## src/rtl/spi_master_ext.sv

```systemverilog
// SPI master with per-transfer CPOL/CPHA, bit order and chip-select hold.
// Word timing is driven by one half-period divider shared by LEAD, XFER and TRAIL.
module spi_master_ext #(
  parameter int DATA_W   = 8,
  parameter int HALF_DIV = 5,
  parameter int NUM_SS   = 4,
  parameter int SS_W     = (NUM_SS > 1) ? $clog2(NUM_SS) : 1
) (
  input  logic              clk,
  input  logic              rst,
  input  logic              start,
  input  logic [DATA_W-1:0] data_in,
  input  logic [SS_W-1:0]   ss_sel,
  input  logic              cpol,
  input  logic              cpha,
  input  logic              lsb_first,
  input  logic              hold_ss,
  input  logic              release_ss,
  input  logic              miso,
  output logic              mosi,
  output logic              sck,
  output logic [NUM_SS-1:0] ss_n,
  output logic              busy,
  output logic              done,
  output logic [DATA_W-1:0] data_out
);
  localparam int DIV_W = (HALF_DIV > 1) ? $clog2(HALF_DIV) : 1;
  localparam int EDG_W = $clog2(2 * DATA_W);

  typedef enum logic [2:0] {IDLE, LEAD, XFER, TRAIL, HOLD} state_t;

  state_t             state, state_nxt;
  logic [DIV_W-1:0]   div;
  logic [EDG_W-1:0]   ecnt;
  logic [DATA_W-1:0]  tx, rx;
  logic               cpol_q, cpha_q, lsb_q, hold_q;
  logic               accept, tick, last_edge, leading;

  function automatic logic [NUM_SS-1:0] sel_dec(input logic [SS_W-1:0] s);
    sel_dec = '1;
    for (int i = 0; i < NUM_SS; i++)
      if (s == SS_W'(i)) sel_dec[i] = 1'b0;
  endfunction

  function automatic logic first_bit(input logic [DATA_W-1:0] v, input logic lsb);
    return lsb ? v[0] : v[DATA_W-1];
  endfunction

  function automatic logic [DATA_W-1:0] shift_word(input logic [DATA_W-1:0] v, input logic lsb);
    return lsb ? (v >> 1) : (v << 1);
  endfunction

  assign tick      = (div == DIV_W'(HALF_DIV - 1));
  assign last_edge = (ecnt == EDG_W'(2 * DATA_W - 1));
  assign leading   = ~ecnt[0];  // edge number ecnt+1 is odd
  assign busy      = (state == LEAD) || (state == XFER) || (state == TRAIL);

  always_ff @(posedge clk) begin
    if (rst) state <= IDLE;
    else     state <= state_nxt;
  end

  always_comb begin
    state_nxt = state;
    accept    = 1'b0;
    case (state)
      IDLE:  if (start) begin accept = 1'b1; state_nxt = LEAD; end
      LEAD:  if (tick) state_nxt = XFER;
      XFER:  if (tick && last_edge) state_nxt = TRAIL;
      TRAIL: if (tick) state_nxt = hold_q ? HOLD : IDLE;
      HOLD: begin
        if (start) begin accept = 1'b1; state_nxt = LEAD; end
        else if (release_ss) state_nxt = IDLE;
      end
      default: state_nxt = IDLE;
    endcase
  end

  always_ff @(posedge clk) begin
    if (rst) begin
      div <= '0; ecnt <= '0; tx <= '0; rx <= '0;
      sck <= 1'b0; mosi <= 1'b0; ss_n <= '1; done <= 1'b0; data_out <= '0;
      cpol_q <= 1'b0; cpha_q <= 1'b0; lsb_q <= 1'b0; hold_q <= 1'b0;
    end else begin
      done <= 1'b0;
      if (busy) div <= tick ? '0 : div + 1'b1;
      else      div <= '0;

      if (accept) begin
        cpol_q <= cpol; cpha_q <= cpha; lsb_q <= lsb_first; hold_q <= hold_ss;
        sck  <= cpol;
        ecnt <= '0;
        rx   <= '0;
        if (state == IDLE) ss_n <= sel_dec(ss_sel);
        // cpha=0 presents the first bit before any SCK edge
        if (cpha) tx <= data_in;
        else begin
          mosi <= first_bit(data_in, lsb_first);
          tx   <= shift_word(data_in, lsb_first);
        end
      end

      if (state == HOLD && !start && release_ss) ss_n <= '1;

      if (state == XFER && tick) begin
        sck  <= ~sck;
        ecnt <= ecnt + 1'b1;
        if (leading != cpha_q)
          rx <= lsb_q ? {miso, rx[DATA_W-1:1]} : {rx[DATA_W-2:0], miso};
        if ((leading && cpha_q) || (!leading && !cpha_q && !last_edge)) begin
          mosi <= first_bit(tx, lsb_q);
          tx   <= shift_word(tx, lsb_q);
        end
      end

      if (state == TRAIL && tick) begin
        done     <= 1'b1;
        data_out <= rx;
        if (!hold_q) ss_n <= '1;
      end
    end
  end
endmodule
```

## config.mk

```make
export PLATFORM = sky130hd
export DESIGN_NAME = spi_master_ext
export DESIGN_NICKNAME = d
export VERILOG_FILES = /design/src/rtl/spi_master_ext.sv
export SDC_FILE = /design/constraint.sdc
export NUM_CORES = 1
export LEC_CHECK = 0
export ABC_CLOCK_PERIOD_IN_PS = 3880
export BUFFER_PORTS_ARGS = -buffer_cell sky130_fd_sc_hd__buf_4
export CAP_MARGIN = 10
export CORE_MARGIN = 5
export CORE_UTILIZATION = 35
export DETAILED_ROUTE_END_ITERATION = 6
export SLEW_MARGIN = 20
export SYNTH_ARGS = -nofsm -noshare
export SYNTH_HDL_FRONTEND = slang
export SYNTH_SLANG_ARGS = --single-unit
```

## constraint.sdc

```tcl
create_clock -name clk -period 3.88 [get_ports clk]
set_clock_uncertainty 0.1 [all_clocks]
set_input_delay 0.776 -clock clk [delete_from_list [all_inputs] [get_ports clk]]
set_output_delay 0.776 -clock clk [all_outputs]
set_load 0.02 [all_outputs]
```

# ---- Word-level counts from Yosys, hierarchy flattened
# Index checks and enable logic that the tools add are counted.
dict set report totals {
  input_bits 19
  output_inout_bits 16
  elab_cells 93
  reg_bits 44
}
dict set report classes {
  bitwise 3
  n_mux 40
  n_eq_ne 15
  reduce_logical 20
  add_sub_neg 2
}
# cell n
set op_table {}
lappend op_table {{$mux 8} 10}
lappend op_table {{$mux 4} 7}
lappend op_table {{$mux 3} 7}
lappend op_table {{$mux 1} 15}
lappend op_table {{$pmux 3 s5} 1}
lappend op_table {{$logic_and 1x1->1} 8}
lappend op_table {{$eq 3x2->1 const B} 2}
lappend op_table {{$eq 3x3->1 const B} 2}
lappend op_table {{$ne 2x2->1 const B} 3}
lappend op_table {{$reduce_and 5->1} 1}
lappend op_table {{$add 4x1->4 const B} 1}
lappend op_table {{$eq 2x2->1 const B} 2}
lappend op_table {{$eq 4x4->1 const B} 1}
lappend op_table {{$add 3x1->3 const B} 1}
lappend op_table {{$eq 3x1->1 const B} 1}
lappend op_table {{$logic_not 1->1} 3}
lappend op_table {{$logic_not 3->1} 1}
lappend op_table {{$logic_or 1x1->1} 3}
lappend op_table {{$ne 3x3->1 const B} 1}
lappend op_table {{$not 1->1} 3}
lappend op_table {{$reduce_or 3->1} 1}
lappend op_table {{$eq 2x1->1 const B} 1}
lappend op_table {{$logic_not 2->1} 1}
lappend op_table {{$ne 2x1->1 const B} 1}
lappend op_table {{other kinds (3)} 3}

# ---- Longest topological paths before layout
# Gate-level depths: netlist of the first run.
dict set report logic_depth {
  word_depth 7
  depth_mapped 7
  ltp_nobuf 6
}

# ---- Worst setup path before layout of the first run
# Ideal clock, no wire load.
dict set report synth_path {
  path_type {in2reg}
  startpoint {in start}
  endpoint {reg mosi}
  cell_stages 4
  path_buffers 1
  t_required_ps 3689
  path_slack_ps 1887
  arrival_ps 1802
  setup_ps 91
  cell_sequence {or3b_1 > buf_2 > or3_1 > a311oi_1}
}
dict set report synth_between {
  elab_chain_cells 5
}
# element line_no
set synth_rtl {}
lappend synth_rtl {{start, declared} 11} ;# input logic start,
lappend synth_rtl {{$mux 1 (*)} {67, 72}}
lappend synth_rtl {{$mux 1 (*)} n/a}
lappend synth_rtl {{$mux 1 (*)} 89} ;# if (accept) begin
lappend synth_rtl {{$mux 1} 110} ;# if ((leading && cpha_q) || (!leading && !cpha_q && !last_edge)) begin
lappend synth_rtl {{$mux 1 (*)} 105} ;# if (state == XFER && tick) begin
lappend synth_rtl {{end signal, assigned} 98} ;# mosi <= first_bit(data_in, lsb_first);
lappend synth_rtl {{end signal, assigned} 111} ;# mosi <= first_bit(tx, lsb_q);
lappend synth_rtl {{end, declared} 20} ;# output logic mosi,
# Every way passes the cells marked *; elsewhere a longest branch is shown, timed or not.
# A chain may end at the register's enable or synchronous reset.

# ---- Worst setup path in the final report of the first run
dict set report layout_path {
  startpoint {reg state[0]}
  endpoint {out busy}
}
dict set report layout_between {
  elab_chain_cells 3
  elab_cells_between_ends 5
  classes_between {eq/ne (3); reduce/logical (2)}
}
# element line_no
set layout_rtl {}
lappend layout_rtl {{start, declared} 32} ;# state_t state, state_nxt;
lappend layout_rtl {{start signal, assigned} 60} ;# else state <= state_nxt;
lappend layout_rtl {{$eq 3x1->1 or $eq 3x2->1 (tied branches)} 56} ;# assign busy = (state == LEAD) || (state == XFER) || (state == TRAIL);
lappend layout_rtl {{$logic_or 1x1->1} 56}
lappend layout_rtl {{$logic_or 1x1->1 (*)} 56}
lappend layout_rtl {{end, declared} 23} ;# output logic busy,
# Marked as above.

==> results.py, run 1 <==
metrics = {
    "setup_path": {
        "worstPathRequired_ps": 3000,
        "critPathKind": "reg -> out",
        "crit_path_max_fanout": 23,
        "worst_setup_path_end_kind": "output pin",
        "cpPeakStageDelay_ps": 310,
        "path_common_cell": "buf_4",
        "worstReg2RegStart": "div[0]$_SDFF_PP0_",
        "start_kind": "flop",
        "r2r_setup_slack_ps": 1620,
        "setup.worst_path.start": "state[0]$_SDFFE_PP0P_",
        "cp.arrival_ps": 1440,
        "critPathSlowestCell": "dfxtp_1",
        "crit_path_cell_trace": "buf_4 -> nor2_1 -> or2_2 -> inv_1 -> buf_4",
    },
    "route": {
        "wire_per_inst_microns": 13.6,
        "postRouteAntennaNets": 0,
        "drc": 0,
        "vias_per_cell": 5.30,
        "drtIter0Drc": 107,
        "vias": 2009,
        "drt-pass1-iter-count": 4,
        "routed_wl_microns": 5160,
    },
    "yosys": {
        "syn-num-nets": 304,
        "async_flop_share": 0,
        "synth_edf_count": 0,
        "synth_ff_type": "dfxtp_1",
        "synth_cells": 280,
        "synth_warnings": 0,
        "avgSynthCellArea_sq_um": 8.02,
        "synth_seq_cells": 44,
        "seq_area_frac_synth": 0.392,
        "synth_area_sq_um": 2250,
        "ys_types": 40,
    },
    "floorplanning": {
        "die_x_microns": 90.1,
        "die_y_microns": 90.1,
        "rows": 29,
        "fp.coreArea_sq_um": 6310,
        "start_util": 0.356,
        "ios": 35,
        "dieArea_sq_um": 8120,
    },
    "clock_tree": {
        "htreeDepth": 2,
        "insertion_delay_ps": 300,
        "cts_root_buf": "clkbuf_8",
        "cts_buffers": 5,
        "hold_buffers": 0,
        "cts.clk_slew.worst_paths_ps": 70,
        "cts_tree": "built",
        "postCtsSetupBuffers": 0,
        "cts.sinks": 44,
        "clk_path_buf_depth": 2,
        "ctsResizeCount": 0,
    },
    "finish": {
        "fill_cells": 688,
        "final_area_sq_um": 2600,
        "drive_gt1_frac": 0.175,
        "layout_commonest_cell": "nand2_1",
        "final_nets": 326,
        "area_growth_syn_to_layout_pct": 15.8,
        "antenna_cells": 0,
        "most-common-layout-cells": "nand2_1, dfxtp_1, buf_4, a21oi_1, nand3_1",
    },
    "placed_design": {
        "dpl.hpwl_microns": 3510,
        "gp_congestion": 0.755,
        "placed_area_sq_um": 2520,
        "portBuffers": 34,
    },
    "sta": {
        "fin_crit_ps": 2320,
        "finalHoldViolations": 0,
        "report.final.slew_viol_count": 0,
        "setup_viol": 0,
        "fin_crit_sh": 0.597,
        "rsz0062_at_grt": "no",
        "setup_tns_ps": 0,
        "max-slew-margin-rel": 0.430,
        "tightest_slew_ps": 854,
        "fmax_mhz": 431,
    },
    "hold_path": {
        "worstHoldStart": "div[0]$_SDFF_PP0_",
        "hp-class": "reg -> reg",
    },
    "power_and_ir_drop": {
        "p_leak_nw": 0.984,
        "powerDensity_nw_per_um2": 348,
        "vdd_ir_drop_max_mv": 0.138,
    },
    "grt": {
        "overflow": 0,
        "grt_pass1_wl_microns": 9030,
        "grt_max_degree": 40,
        "grt_pass1_vias": 1857,
        "grtUsageTotal": 0.130,
        "antenna_found_initial": 0,
    },
    "outcome": {
        "status": "finished clean",
    },
    "job": {
        "drv_cap": 0,
    },
}
## where the power goes
| part | internal [mW] | switching [mW] |
|---|---|---|
| Clock | 0.123 | 0.149 |
| Sequential | 0.469 | 0.0183 |
| Combinational | 0.0613 | 0.0852 |
## worst max-delay path, delay by kind of cell, from the launching register on
family        cells  cell delay, ps
buf+inv           3             480
simple gates      2             350
flops             1             310
## path summary, 6_finish.rpt
check,to,cells after the start
setup / recovery,busy,5
hold reg to reg,div[0]$_SDFF_PP0_,1
setup reg to reg,tx[6]$_SDFF_PP0_,6
hold / removal,div[0]$_SDFF_PP0_,1
## cell usage after synthesis, types with 2 or more instances
cell / number / area, sq um
nand3_1: 19 / 95.1
nand2_1: 47 / 176
a21oi_1: 28 / 140
a2111oi_0: 7 / 61.3
inv_1: 7 / 26.3
and2_1: 2 / 12.5
mux2i_1: 8 / 80.1
ha_1: 5 / 62.6
nor4b_1: 2 / 17.5
buf_2: 2 / 10.0
mux2_2: 8 / 90.1
a311oi_1: 8 / 70.1
a211oi_1: 4 / 30.0
nor2b_1: 7 / 43.8
clkbuf_1: 17 / 63.8
and3_1: 4 / 25.0
dfxtp_1: 44 / 881
or3_1: 2 / 12.5
o221ai_1: 2 / 17.5
nor3_1: 6 / 30.0
o21ai_0: 13 / 65.1
nor2_1: 17 / 63.8
nand4b_1: 3 / 26.3
or2_2: 2 / 12.5
## layout make-up
type	instances	area, sq um	share of cell area
multi-input cells	208	1250	0.481
flip-flops and latches	44	881	0.339
repair buffers	36	270	0.104
well taps	77	96.3	0.0370
clock buffers	6	72.6	0.0279
inverters	7	26.3	0.0101
clock inverters	1	5.00	0.00192
## stage by stage
stage	utilization	setup WS, ps	hold WS, ps	total power, mW	cells
after floorplan	-	1890	317	0.595	280
after global placement	0.400	1410	332	0.643	372
after detailed placement	0.400	1360	338	0.645	372
after CTS	0.412	1570	353	0.917	379
after global routing	0.412	1380	379	0.956	379
final	0.412	1560	350	0.905	379
## logic make-up (layout without fill, tap and decap cells)
kind of cell / after synthesis / in the layout / share of synthesized area
compound gates: 67 / 67 / 0.188
xor+xnor: 2 / 2 / 0.00780
fa+ha+maj: 5 / 5 / 0.0279
buf+inv: 28 / 50 / 0.0513
flops: 44 / 44 / 0.392
mux: 16 / 16 / 0.0758
simple gates: 118 / 118 / 0.257
## sequential cells by signal, indices dropped and copies added, names as in the netlist
register	count
cpha_q	1
data_out	8
div	3
done	1
ecnt	4
hold_q	1
lsb_q	1
mosi	1
rx	8
sck	1
ss_n	4
state	3
tx	8
## per-layer routing
metal	global-route usage	up-vias	share of wire
met5	0	-	0
met4	0.0484	0	0.016
met3	0.0267	7	0.031
met2	0.198	31	0.45
met1	0.181	932	0.50
li1	-	1039	-
Note: power is estimated with default switching activity, not from simulation.
==> inputs of run 2 (changes only) <==
ABC_AREA = 1   (was not set)
ABC_CLOCK_PERIOD_IN_PS = 2000   (was 3880)
clock period = 2 ns   (was 3.88 ns; I/O delays follow)
==> results.py, run 2 <==
metrics = {
    "yosys": {
        "synth_warnings": 0,
        "synth.area.top_cells": "dfxtp_1, nand2_1, nor2_1",
        "yosysMostFrequentCell": "nand2_1",
        "synth_common_cells": "nand2_1, nor2_1, dfxtp_1, nand3_1, o21ai_0",
        "async_flop_share": 0,
        "synth_area_sq_um": 2360,
        "avgSynthCellArea_sq_um": 6.53,
        "synth_edf_count": 0,
        "synthDominantCellAreaShare": 0.374,
        "synth_seq_cells": 44,
        "yosys.area.top_type": "dfxtp_1",
        "syn-num-nets": 385,
        "ys_types": 25,
        "synth_ff_type": "dfxtp_1",
        "seq_area_frac_synth": 0.374,
        "synth_cells": 361,
    },
    "setup_path": {
        "r2r_setup_slack_ps": 410,
        "crit_path_cell_trace": "nor2_2 -> nor2_1 -> buf_4",
        "start_kind": "flop",
        "crit_path_max_fanout": 7,
        "critPathKind": "reg -> out",
        "worst_setup_path_end_kind": "output pin",
        "cp.arrival_ps": 1190,
        "critPathSlowestCell": "dfxtp_1",
        "cpPeakStageDelay_ps": 500,
        "worstPathRequired_ps": 1500,
    },
    "sta": {
        "setup_viol": 0,
        "hold_ws_ps": 244,
        "setup_tns_ps": 0,
        "rsz0062_at_grt": "no",
        "fin_crit_sh": 0.846,
        "fmax_mhz": 591,
        "finalHoldViolations": 0,
        "tightest_slew_ps": 505,
        "max-slew-margin-rel": 0.663,
        "report.final.slew_viol_count": 0,
        "fin_crit_ps": 1690,
    },
    "finish": {
        "seqCellArea_sq_um": 881,
        "drive_gt1_frac": 0.161,
        "reg.largest.list": "data_out x8, rx x8, tx x8",
        "multi_input_area_sq_um": 1260,
        "layout_commonest_cell": "nand2_1",
        "final_nets": 415,
        "antenna_cells": 0,
        "most-common-layout-cells": "nand2_1, nor2_1, dfxtp_1, buf_4, nand3_1",
        "area_growth_syn_to_layout_pct": 16.4,
        "fill_cells": 744,
    },
    "clock_tree": {
        "postCtsSetupBuffers": 0,
        "cts_root_buf": "clkbuf_8",
        "clk_path_buf_depth": 2,
        "htreeDepth": 2,
        "cts_buffers": 5,
        "cts_tree": "built",
        "cts.sinks": 44,
        "insertion_delay_ps": 290,
        "ctsResizeCount": 0,
        "hold_buffers": 0,
        "cts.clk_slew.worst_paths_ps": 80,
    },
    "route": {
        "routed_wl_microns": 5530,
        "drc": 0,
        "vias_per_cell": 4.96,
        "wire_per_inst_microns": 11.7,
        "postRouteAntennaNets": 0,
        "drt-pass1-iter-count": 4,
        "drtIter0Drc": 98,
        "vias": 2339,
    },
    "floorplanning": {
        "start_util": 0.353,
        "dieArea_sq_um": 8480,
        "die_x_microns": 92.1,
        "die_y_microns": 92.1,
        "ios": 35,
        "rows": 30,
        "fp.coreArea_sq_um": 6680,
    },
    "grt": {
        "antenna_found_initial": 0,
        "grtUsageTotal": 0.134,
        "grt_max_degree": 30,
        "overflow": 0,
        "grt_pass1_wl_microns": 9560,
        "grt_pass1_vias": 2180,
    },
    "placed_design": {
        "portBuffers": 34,
        "dpl.hpwl_microns": 4040,
        "gp_congestion": 0.809,
    },
    "outcome": {
        "status": "finished clean",
    },
    "power_and_ir_drop": {
        "powerDensity_nw_per_um2": 913,
        "vdd_ir_drop_max_mv": 0.360,
        "p_leak_nw": 1.28,
    },
    "job": {
        "drv_cap": 0,
    },
    "hold_path": {
        "hp-class": "in -> reg",
    },
}
## run 2: logic make-up (layout without fill, tap and decap cells)
family	Yosys count	in the layout	synth area share
AOI/OAI and AO/OA	55	55	0.119
xor gates and xnor gates	1	1	0.00372
adders and majority gates	5	5	0.0265
buffers and inverters	46	77	0.0902
DFF	44	44	0.374
and+or+nand+nor	210	210	0.387
## run 2: per-stage QoR
stage | power [mW] | util | instance area (sq um) | worst slack, ps | cells
2_1_floorplan | 1.71 | - | 2360 | 502 | 361
3_5_place_dp | 1.95 | 0.397 | 2650 | 407 | 464
3_3_place_gp | 1.94 | 0.397 | 2650 | 434 | 464
4_1_cts | 2.54 | 0.411 | 2740 | 290 | 472
6_report | 2.51 | 0.411 | 2740 | 308 | 472
5_1_grt | 2.70 | 0.411 | 2740 | 192 | 472
## run 2: layout make-up
| cell class | instances | share of cell area |
|---|---|---|
| multi-input cells | 271 | 0.461 |
| clock inverters | 2 | 0.00365 |
| inverters | 31 | 0.0442 |
| well taps | 80 | 0.0365 |
| clock buffers | 6 | 0.0301 |
| flip-flops and latches | 44 | 0.321 |
| repair buffers | 38 | 0.104 |
## run 2: metal layers
metal	global-route usage	up-vias	part of all wire
li1	-	1213	-
met2	0.243	27	0.49
met3	0.0271	2	0.026
met4	0.0223	0	0.0014
met5	0	-	0
met1	0.165	1097	0.48
## run 2: path summary, 6_finish.rpt
| kind | from | endpoint | cells after the start |
|---|---|---|---|
| setup / recovery | state[0]$_SDFFE_PP0P_ | busy | 3 |
| hold / removal | rst | state[0]$_SDFFE_PP0P_ | 2 |
| setup reg to reg | div[0]$_SDFF_PP0_ | rx[2]$_SDFF_PP0_ | 9 |
| hold reg to reg | div[0]$_SDFF_PP0_ | div[0]$_SDFF_PP0_ | 1 |
## run 2: where the power goes
| group | switching [mW] | total [mW] | internal, mW |
|---|---|---|---|
| Combinational | 0.565 | 0.865 | 0.299 |
| Clock | 0.305 | 0.581 | 0.276 |
| Sequential | 0.0849 | 1.06 | 0.974 |
## run 2: worst max-delay path, delay by kind of cell, from the launching register on
| kind | cells | cell delay [ps] |
|---|---|---|
| flip-flops | 1 | 500 |
| buffers and inverters | 1 | 170 |
| AND/OR/NAND/NOR | 2 | 230 |
==> inputs of run 3 (changes only) <==
ABC_AREA = 0   (was 1)
ABC_CLOCK_PERIOD_IN_PS = 1800   (was 2000)
clock period = 1.8 ns   (was 2 ns; I/O delays follow)
==> results.py, run 3 (same netlist as run 1, synthesis figures left out) <==
metrics = {
    "outcome": {
        "status": "finished clean",
    },
    "finish": {
        "antenna_cells": 0,
        "reg.largest.list": "data_out x8, rx x8, tx x8",
        "drive_gt1_frac": 0.264,
        "utilization": 0.446,
        "fin_cells": 399,
        "final_nets": 346,
        "area_growth_syn_to_layout_pct": 25.2,
        "final_area_sq_um": 2810,
        "layout_commonest_cell": "buf_4",
        "fill_cells": 628,
        "most-common-layout-cells": "buf_4, nand2_1, dfxtp_1, a21oi_1, nand3_1",
    },
    "sta": {
        "report.final.slew_viol_count": 0,
        "finalHoldViolations": 0,
        "max-slew-margin-rel": 0.429,
        "hold_ws_ps": 146,
        "worst_slack_ps": 106,
        "fin_crit_sh": 0.941,
        "setup_viol": 0,
        "setup_tns_ps": 0,
        "fmax_mhz": 590,
        "tightest_slew_ps": 856,
        "fin_crit_ps": 1690,
        "rsz0062_at_grt": "yes",
    },
    "power_and_ir_drop": {
        "p_leak_nw": 1.09,
        "power_mw": 2.04,
        "powerDensity_nw_per_um2": 726,
        "vdd_ir_drop_max_mv": 0.336,
    },
    "floorplanning": {
        "die_x_microns": 90.1,
        "die_y_microns": 90.1,
        "rows": 29,
        "ios": 35,
        "start_util": 0.356,
        "fp.coreArea_sq_um": 6310,
        "dieArea_sq_um": 8120,
    },
    "route": {
        "postRouteAntennaNets": 0,
        "drtIter0Drc": 77,
        "vias_per_cell": 5.29,
        "vias": 2112,
        "routed_wl_microns": 5440,
        "drt-pass1-iter-count": 4,
        "drc": 0,
        "wire_per_inst_microns": 13.6,
    },
    "clock_tree": {
        "cts_buffers": 5,
        "cts_root_buf": "clkbuf_8",
        "htreeDepth": 2,
        "cts_tree": "built",
        "cts.clk_slew.worst_paths_ps": 80,
        "insertion_delay_ps": 310,
        "clk_path_buf_depth": 2,
        "cts.sinks": 44,
    },
    "grt": {
        "antenna_found_initial": 0,
        "grtUsageTotal": 0.136,
        "grt_pass1_wl_microns": 9450,
        "grt_pass1_vias": 2030,
        "grt_max_degree": 36,
        "overflow": 0,
    },
    "setup_path": {
        "worstReg2RegStart": "div[1]$_SDFF_PP0_",
        "reg2regPathDepth": 6,
        "cp.arrival_ps": 1230,
        "start_kind": "flop",
        "critPathKind": "reg -> out",
        "timing.rr.end": "tx[7]$_SDFF_PP0_",
        "worstPathRequired_ps": 1340,
        "r2r_setup_slack_ps": 130,
        "crit_path_max_fanout": 4,
        "worst_setup_path_end_kind": "output pin",
    },
    "hold_path": {
        "hold_path_depth": 2,
        "hp-class": "in -> reg",
        "min_to": "state[1]$_SDFFE_PP0P_",
        "worstHoldStart": "rst",
    },
    "placed_design": {
        "dpl.hpwl_microns": 3850,
        "dp_slack_ps": -16.8,
        "dp_cells": 390,
        "portBuffers": 34,
        "placed_area_sq_um": 2670,
        "gp_congestion": 0.807,
    },
    "job": {
        "drv_cap": 0,
    },
}
## run 3: how the worst max path moves through the flow
stage / slack, ps / to / cells past startpoint / from
4_1_cts: 9 / busy / 5 / state[0]$_SDFFE_PP0P_
3_5_place_dp: -20 / tx[2]$_SDFF_PP0_ / 6 / div[1]$_SDFF_PP0_
3_3_place_gp: 20 / tx[7]$_SDFF_PP0_ / 6 / div[0]$_SDFF_PP0_
2_1_floorplan: 130 / mosi$_SDFF_PP0_ / 7 / div[0]$_SDFF_PP0_
6_report: 110 / busy / 5 / state[1]$_SDFFE_PP0P_
5_1_grt: -1 / tx[4]$_SDFF_PP0_ / 6 / div[1]$_SDFF_PP0_
## run 3: where the power goes
part | switching, mW | internal [mW] | leakage, nW
clock | 0.348 | 0.263 | 0.0400
sequential | 0.0348 | 1.01 | 0.359
combinational | 0.207 | 0.178 | 0.689
## run 3: what timing repair did
action | CTS | global route
endpoints found under the hold margin | 0 | 0
setup buffers | 1 | 1
hold buffers | 0 | 0
endpoints found under the setup margin | 3 | 24
gates cloned | 0 | 0
pin swaps | 0 | 3
gates resized for setup | 8 | 11
## run 3: critical path, stage by stage (launching register included)
cell and delay (ps):
dfxtp_4 360, buf_4 120, nor2_1 50, or2_4 230, inv_2 70, buf_6 110
## run 3: area by class of cell
class	instances	area, sq um	share of cell area
well taps	77	96.3	0.0343
repair buffers	56	437	0.155
clock buffers	5	68.8	0.0245
clock inverters	2	12.5	0.00445
flip-flops and latches	44	890	0.316
inverters	7	26.3	0.00934
multi-input cells	208	1280	0.456
## run 3: metal layers
metal	global-route usage	vias to the layer above	part of all wire
met2	0.211	43	0.44
li1	-	1082	-
met5	0	-	0
met3	0.0267	9	0.035
met1	0.187	978	0.50
met4	0.0509	0	0.017
